===== config.mk =====
export PLATFORM = sky130hd
export DESIGN_NAME = instruction_fetch_flat
export DESIGN_NICKNAME = d
export VERILOG_FILES = /design/src/rtl/instruction_fetch_pkg.sv /design/src/rtl/instruction_fetch_if.sv /design/src/rtl/instruction_fetch_fetch_queue.sv /design/src/rtl/instruction_fetch.sv /design/src/flat_wrapper.sv
export SDC_FILE = /design/constraint.sdc
export NUM_CORES = 1
export LEC_CHECK = 0
export BUFFER_PORTS_ARGS = -buffer_cell sky130_fd_sc_hd__clkbuf_2
export CORE_MARGIN = 2
export CORE_UTILIZATION = 45
export DETAILED_ROUTE_END_ITERATION = 10
export MAX_ROUTING_LAYER = met4
export PLACE_DENSITY = 0.69
export SKIP_LAST_GASP = 1
export SLEW_MARGIN = 20
export SYNTH_ARGS = -nofsm -noshare
export SYNTH_HDL_FRONTEND = slang
export SYNTH_SLANG_ARGS = --single-unit

===== constraint.sdc =====
create_clock -name clk -period 2.4 [get_ports clk]
set_input_delay 0.12 -clock clk [delete_from_list [all_inputs] [get_ports clk]]
set_output_delay 0.12 -clock clk [all_outputs]
set_load 0.005 [all_outputs]

===== src/rtl/instruction_fetch_pkg.sv =====
// ---------------------------------------------------------------------------
// instruction_fetch_pkg
// Shared constants and types for the fetch stage and the execute core.
//   XLEN        : architectural register / PC width
//   INSTR_NOP   : canonical NOP (addi x0, x0, 0), shown when nothing was fetched
//   PC_STEP     : byte increment between sequential instructions
//   fetch_entry_t : one queued fetch result, {pc, word}
//   align_pc()  : clears the byte-offset bits of a PC
// ---------------------------------------------------------------------------
package instruction_fetch_pkg;

    localparam int          XLEN      = 32;
    localparam logic [31:0] INSTR_NOP = 32'h0000_0013;
    localparam logic [31:0] PC_STEP   = 32'd4;

    typedef struct packed {
        logic [XLEN-1:0] pc;
        logic [XLEN-1:0] word;
    } fetch_entry_t;

    // Instructions are word aligned; the low two bits of a target are dropped.
    function automatic logic [XLEN-1:0] align_pc(input logic [XLEN-1:0] pc);
        return pc & ~(XLEN'(3));
    endfunction

endpackage


===== src/rtl/instruction_fetch_if.sv =====
// ---------------------------------------------------------------------------
// instruction_fetch_if
// Bundles every signal the fetch stage exchanges with the core and with the
// program memory.
//   redirect_valid/redirect_pc : new PC request from the core
//   imem_rd_en/imem_addr       : read strobe and word address to program memory
//   imem_rdata                 : read data, one cycle after imem_rd_en
//   instr_valid/instr/instr_pc : queue head presented to the core
//   instr_ready                : core accepts the head
// Modports: master = fetch stage, slave = core/memory side.
// ---------------------------------------------------------------------------
interface instruction_fetch_if #(
    parameter int ADDR_WIDTH = 8
);
    import instruction_fetch_pkg::*;

    logic                  redirect_valid;
    logic [XLEN-1:0]       redirect_pc;
    logic                  imem_rd_en;
    logic [ADDR_WIDTH-1:0] imem_addr;
    logic [XLEN-1:0]       imem_rdata;
    logic                  instr_valid;
    logic [XLEN-1:0]       instr;
    logic [XLEN-1:0]       instr_pc;
    logic                  instr_ready;

    modport master (
        input  redirect_valid, redirect_pc, imem_rdata, instr_ready,
        output imem_rd_en, imem_addr, instr_valid, instr, instr_pc
    );

    modport slave (
        output redirect_valid, redirect_pc, imem_rdata, instr_ready,
        input  imem_rd_en, imem_addr, instr_valid, instr, instr_pc
    );

endinterface


===== src/rtl/instruction_fetch_fetch_queue.sv =====
// ---------------------------------------------------------------------------
// fetch_queue
// Two-entry synchronous FIFO of {pc, word}. Entry 0 is always the head, so
// the head output comes straight from a register.
//   clk, reset : clock, synchronous active-low reset
//   push, push_entry : write a new entry at the tail
//   pop        : discard the head (ignored when empty)
//   flush      : empty the queue; overrides push and pop
//   count      : number of valid entries, 0..2
//   head       : entry 0; keeps its last value once the queue drains
// ---------------------------------------------------------------------------
module fetch_queue
    import instruction_fetch_pkg::*;
(
    input  logic         clk,
    input  logic         reset,
    input  logic         push,
    input  fetch_entry_t push_entry,
    input  logic         pop,
    input  logic         flush,
    output logic [1:0]   count,
    output fetch_entry_t head
);

    localparam fetch_entry_t RESET_ENTRY = '{pc: '0, word: INSTR_NOP};

    fetch_entry_t entry0_q, entry0_d;
    fetch_entry_t entry1_q, entry1_d;
    logic [1:0]   count_q, count_d;
    logic         pop_eff;
    logic         push_eff;

    // A pop that empties the queue leaves entry 0 untouched so the head holds
    // its last value. A push lands in the first slot free after this cycle's pop.
    always_comb begin
        entry0_d = entry0_q;
        entry1_d = entry1_q;
        count_d  = count_q;
        pop_eff  = pop & (count_q != 2'd0);
        push_eff = push & ((count_q != 2'd2) | pop_eff);
        if (flush) begin
            count_d = 2'd0;
        end else begin
            if (pop_eff && (count_q == 2'd2)) begin
                entry0_d = entry1_q;
            end
            if (push_eff) begin
                if ((count_q - {1'b0, pop_eff}) == 2'd0) begin
                    entry0_d = push_entry;
                end else begin
                    entry1_d = push_entry;
                end
            end
            count_d = count_q + {1'b0, push_eff} - {1'b0, pop_eff};
        end
    end

    always_ff @(posedge clk) begin
        if (!reset) begin
            entry0_q <= RESET_ENTRY;
            entry1_q <= RESET_ENTRY;
            count_q  <= 2'd0;
        end else begin
            entry0_q <= entry0_d;
            entry1_q <= entry1_d;
            count_q  <= count_d;
        end
    end

    assign count = count_q;
    assign head  = entry0_q;

endmodule


===== src/rtl/instruction_fetch.sv =====
// ---------------------------------------------------------------------------
// instruction_fetch
// Fetch stage ahead of the single-cycle core. Owns the PC, reads a
// synchronous program memory (1-cycle latency), buffers results in a
// 2-entry queue and hands them to the core with valid/ready. A redirect
// from the core flushes the queue and drops the in-flight read.
//   clk   : rising-edge clock
//   reset : synchronous active-low reset
//   bus   : instruction_fetch_if.master (redirect, imem, instr handshake)
// ---------------------------------------------------------------------------
module instruction_fetch
    import instruction_fetch_pkg::*;
#(
    parameter logic [XLEN-1:0] RESET_PC   = 32'h0000_0000,
    parameter int              ADDR_WIDTH = 8
) (
    input  logic                clk,
    input  logic                reset,
    instruction_fetch_if.master bus
);

    logic [XLEN-1:0] fetch_pc_q, fetch_pc_d;
    logic [XLEN-1:0] pend_pc_q, pend_pc_d;
    logic            inflight_q, inflight_d;

    logic [1:0]      q_count;
    fetch_entry_t    q_head;
    fetch_entry_t    push_entry;
    logic            instr_valid;
    logic            pop;
    logic            push;
    logic            issue;

    assign instr_valid = (q_count != 2'd0);

    // Issue only while the queue has a slot reserved for every outstanding
    // read, counting the slot freed by this cycle's handshake. This is what
    // keeps the queue from ever overflowing.
    always_comb begin
        fetch_pc_d = fetch_pc_q;
        pend_pc_d  = pend_pc_q;
        pop        = instr_valid & bus.instr_ready;
        issue      = reset & ~bus.redirect_valid &
                     (({1'b0, q_count} + {2'b00, inflight_q}) < (3'd2 + {2'b00, pop}));
        push       = inflight_q & reset & ~bus.redirect_valid;
        push_entry = '{pc: pend_pc_q, word: bus.imem_rdata};
        inflight_d = issue;
        if (bus.redirect_valid) begin
            fetch_pc_d = align_pc(bus.redirect_pc);
        end else if (issue) begin
            pend_pc_d  = fetch_pc_q;
            fetch_pc_d = fetch_pc_q + PC_STEP;
        end
    end

    always_ff @(posedge clk) begin
        if (!reset) begin
            fetch_pc_q <= RESET_PC;
            pend_pc_q  <= RESET_PC;
            inflight_q <= 1'b0;
        end else begin
            fetch_pc_q <= fetch_pc_d;
            pend_pc_q  <= pend_pc_d;
            inflight_q <= inflight_d;
        end
    end

    fetch_queue u_queue (
        .clk        (clk),
        .reset      (reset),
        .push       (push),
        .push_entry (push_entry),
        .pop        (pop),
        .flush      (bus.redirect_valid),
        .count      (q_count),
        .head       (q_head)
    );

    assign bus.imem_rd_en  = issue;
    assign bus.imem_addr   = fetch_pc_q[ADDR_WIDTH+1:2];
    assign bus.instr_valid = instr_valid;
    assign bus.instr       = q_head.word;
    assign bus.instr_pc    = q_head.pc;

endmodule


===== src/flat_wrapper.sv =====
// flat-port wrapper written by rule: the top's interface ports become plain ports
module instruction_fetch_flat import instruction_fetch_pkg::*;
#(
    parameter logic [XLEN-1:0] RESET_PC   = 32'h0000_0000,
    parameter int              ADDR_WIDTH = 8
)
  (clk, reset, bus_redirect_valid, bus_redirect_pc, bus_imem_rdata, bus_instr_ready, bus_imem_rd_en, bus_imem_addr, bus_instr_valid, bus_instr, bus_instr_pc);
  instruction_fetch_if #(.ADDR_WIDTH(ADDR_WIDTH)) bus_i ();
  input  logic clk;
  input  logic reset;
  input wire logic [$bits(bus_i.redirect_valid)-1:0] bus_redirect_valid;
  input wire logic [$bits(bus_i.redirect_pc)-1:0] bus_redirect_pc;
  input wire logic [$bits(bus_i.imem_rdata)-1:0] bus_imem_rdata;
  input wire logic [$bits(bus_i.instr_ready)-1:0] bus_instr_ready;
  output wire logic [$bits(bus_i.imem_rd_en)-1:0] bus_imem_rd_en;
  output wire logic [$bits(bus_i.imem_addr)-1:0] bus_imem_addr;
  output wire logic [$bits(bus_i.instr_valid)-1:0] bus_instr_valid;
  output wire logic [$bits(bus_i.instr)-1:0] bus_instr;
  output wire logic [$bits(bus_i.instr_pc)-1:0] bus_instr_pc;
  assign bus_i.redirect_valid = bus_redirect_valid;
  assign bus_i.redirect_pc = bus_redirect_pc;
  assign bus_i.imem_rdata = bus_imem_rdata;
  assign bus_i.instr_ready = bus_instr_ready;
  assign bus_imem_rd_en = bus_i.imem_rd_en;
  assign bus_imem_addr = bus_i.imem_addr;
  assign bus_instr_valid = bus_i.instr_valid;
  assign bus_instr = bus_i.instr;
  assign bus_instr_pc = bus_i.instr_pc;
  instruction_fetch #(.RESET_PC(RESET_PC), .ADDR_WIDTH(ADDR_WIDTH)) u_core (.clk(clk), .reset(reset), .bus(bus_i));
endmodule

==> flow_summary.ini <==
[pwr]
p_per_area_nw_per_um2 = 645
p_leak_nw = 4.12
ir_worst_vdd_v = 0.000454

[cells_and_area]
nets = 1187
fillers = 1517
final_area_um2 = 10100
syn_to_final_growth_pct = 27.6
drive_gt1_frac = 0.203
n_antenna_cell = 0
post-route-util = 0.585

[sta]
finalWorstSetupSlack_ps = 109
relSlewSlack = 0.534
final-setup-viol-count = 0
period_share = 0.955
final_max_slew_viol_count = 0
fin_crit_ps = 2290
worstMarginPinSlew_ps = 699
final_hold_viol_count = 0
clock_skew_ps = 7.17
fmax_ghz = 0.436
rsz0062_at_grt = true
whs_ps = 31.8

[floorplan]
die_h_um = 137
dieWidth_um = 137
core-area_um2 = 17200
io_pins = 142
die_area_um2 = 18600
fp-row-count = 48
start_util = 0.458

[global_routing]
track_usage = 0.217
grt_pass1_vias = 6310
grt_max_degree = 64
grt_pass1_wl_um = 31300
grt_overflow = 0
antenna_found_initial = 0

[synthesis]
syn_area_um2 = 7900
async_reset_ff_frac = 0
yosysSeqAreaShare = 0.479
ys.flop_type = dfxtp_1
yosys_warnings = 0
synth-edff-count = 0
synth.net_count = 1013
syn_area_per_cell_um2 = 8.41
ys_seq_elements = 189
postSynthCellCount = 940
yosys.cell_types.count = 49

[placement]
hpwl_um = 12900
dpl-instance-area_um2 = 8950
dp_slack_ps = 106
routabilityCongestion = 0.887
io_buffers = 139

[detailed_routing]
drt-initial-drc-count = 340
vias_per_cell = 5.23
post_drt_wl_per_cell_um = 14.2
drtPass1Iterations = 5
dr_total_vias = 7072
drt-total-wl_um = 19200
drc = 0
antenna_left = 0

[critical_path]
cp_data_arrival_time_ps = 2650
critPathKind = flop to flop
reg2reg_to = u_core.fetch_pc_q[29]
cp-start-kind = flop
critPathRequiredTime_ps = 2760
reg2reg_slack_ps = 110
path_max_fanout = 10
rr_startpoint = u_core.u_queue.count[0]
r2r_cells = 7
crit_path_end_kind = flop

[clock_tree]
htreeDepth = 4
cts_root_buf = clkbuf_16
cts_tree = done
worstSkewPairLatency_ps = 430
clockBufferDepth = 2
cts_num_sinks = 189
cts_setup_buffers = 0
cts.clk_slew.worst_paths_ps = 70
cts_made_buffers = 17

[hold_path]
hp-start = bus_redirect_pc[9]
hold_depth = 4
min_path_type = primary input to flop
holdPathEnd = u_core.fetch_pc_q[9]

[run_status]
status = complete, no violations

[run]
max_cap_viol_count = 0
-- metrics by stage --
stage	cells	total power [mW]	setup TNS (ps)
final	1352	6.50	0
after global placement	1265	3.78	0
after floorplan	940	3.59	0
after CTS	1352	6.58	0
after detailed placement	1265	3.79	0
after global routing	1352	6.81	-31.5
-- final cells by class --
class	instances	area, um2	share of cell area
clock inverter	15	150	0.0149
timing repair buffer	236	1640	0.162
clock buffer	17	425	0.0422
sequential	189	3780	0.375
tap	225	282	0.0279
multi-input combinational	659	3760	0.373
inverter	11	43.8	0.00434
-- what timing repair did --
action	CTS	global route
gates resized for setup	0	2
setup endpoints to repair	0	4
hold buffers	55	0
hold endpoints to repair	57	0
-- per-layer routing --
layer | share of wire | global-route usage | vias to the layer above
met5 | 0 | - | -
met4 | 0.015 | 0.0700 | 0
met3 | 0.050 | 0.0407 | 24
met2 | 0.47 | 0.345 | 189
met1 | 0.47 | 0.279 | 3224
li1 | - | - | 3635
-- worst max-delay path, cell delays in order, from the launching register on --
cell     delay, ps
dfxtp_1        310
ha_1           200
ha_1           290
o21a_1         120
buf_4          170
or3_1          470
or4_1          510
a31oi_1        160
-- how the worst max path moves through the flow --
stage,from,endpoint,depth (start not counted)
floorplan,u_core.u_queue.count[0],u_core.fetch_pc_q[28],7
global placement,u_core.u_queue.count[0],u_core.fetch_pc_q[30],6
detailed placement,u_core.u_queue.count[0],u_core.fetch_pc_q[30],7
CTS,u_core.u_queue.count[0],bus_imem_rd_en,8
global route,u_core.u_queue.count[0],bus_imem_rd_en,8
finish,u_core.u_queue.count[0],u_core.fetch_pc_q[29],7
-- Yosys cell counts, drive strengths merged (13+ instances only) --
| cell type | n | share of area |
|---|---|---|
| nand2 | 213 | 0.10 |
| o21ai | 13 | 0.0082 |
| a211oi | 61 | 0.058 |
| nor2 | 69 | 0.033 |
| dfxtp | 189 | 0.48 |
| nand3 | 22 | 0.015 |
| clkbuf | 62 | 0.029 |
| a21oi | 98 | 0.062 |
| buf | 19 | 0.014 |
| a31oi | 13 | 0.010 |
| mux2i | 64 | 0.081 |
-- logic make-up after synthesis --
group / Yosys count / synth area share
adder cells (fa/ha/maj): 5 / 0.00792
buffers and inverters: 92 / 0.0485
AND/OR/NAND/NOR: 361 / 0.198
flip-flops: 189 / 0.479
XOR/XNOR: 11 / 0.0122
multiplexers: 64 / 0.0811
AO/OA/AOI/OAI: 218 / 0.173
-- cells in the final DEF (no fill, tap or decap), types with 6 or more instances in the layout --
master	synthesis	layout
a31oi_1	13	13
buf_4	8	36
dfxtp_1	189	189
inv_8	0	6
inv_1	10	9
clkbuf_16	0	17
xnor2_1	10	10
mux2i_1	64	64
clkbuf_2	0	139
nand2_1	213	212
a21oi_1	98	97
or4_1	8	7
nand4_1	9	9
buf_12	0	6
o211ai_1	8	8
a211oi_1	61	61
nand3_1	20	19
nor2_1	69	69
o311ai_0	7	7
o21ai_0	13	13
dlygate4sd3_1	0	55
-- state kept, by name, indices dropped and copies added (netlist names) --
name / flops
u_core.u_queue.head: 64
u_core.u_queue.count: 2
u_core.pend_pc_q: 30
u_core.inflight_q: 1
u_core.fetch_pc_q: 30
u_core.u_queue.entry1_q: 62
-- power by group --
| part | internal, mW | switching (mW) | leakage (nW) |
|---|---|---|---|
| combinational | 0.249 | 0.267 | 2.31 |
| clock | 1.39 | 1.33 | 0.275 |
| sequential | 3.21 | 0.0621 | 1.53 |
| total | 4.85 | 1.66 | 4.12 |
Note: power is estimated with default switching activity, not from simulation.
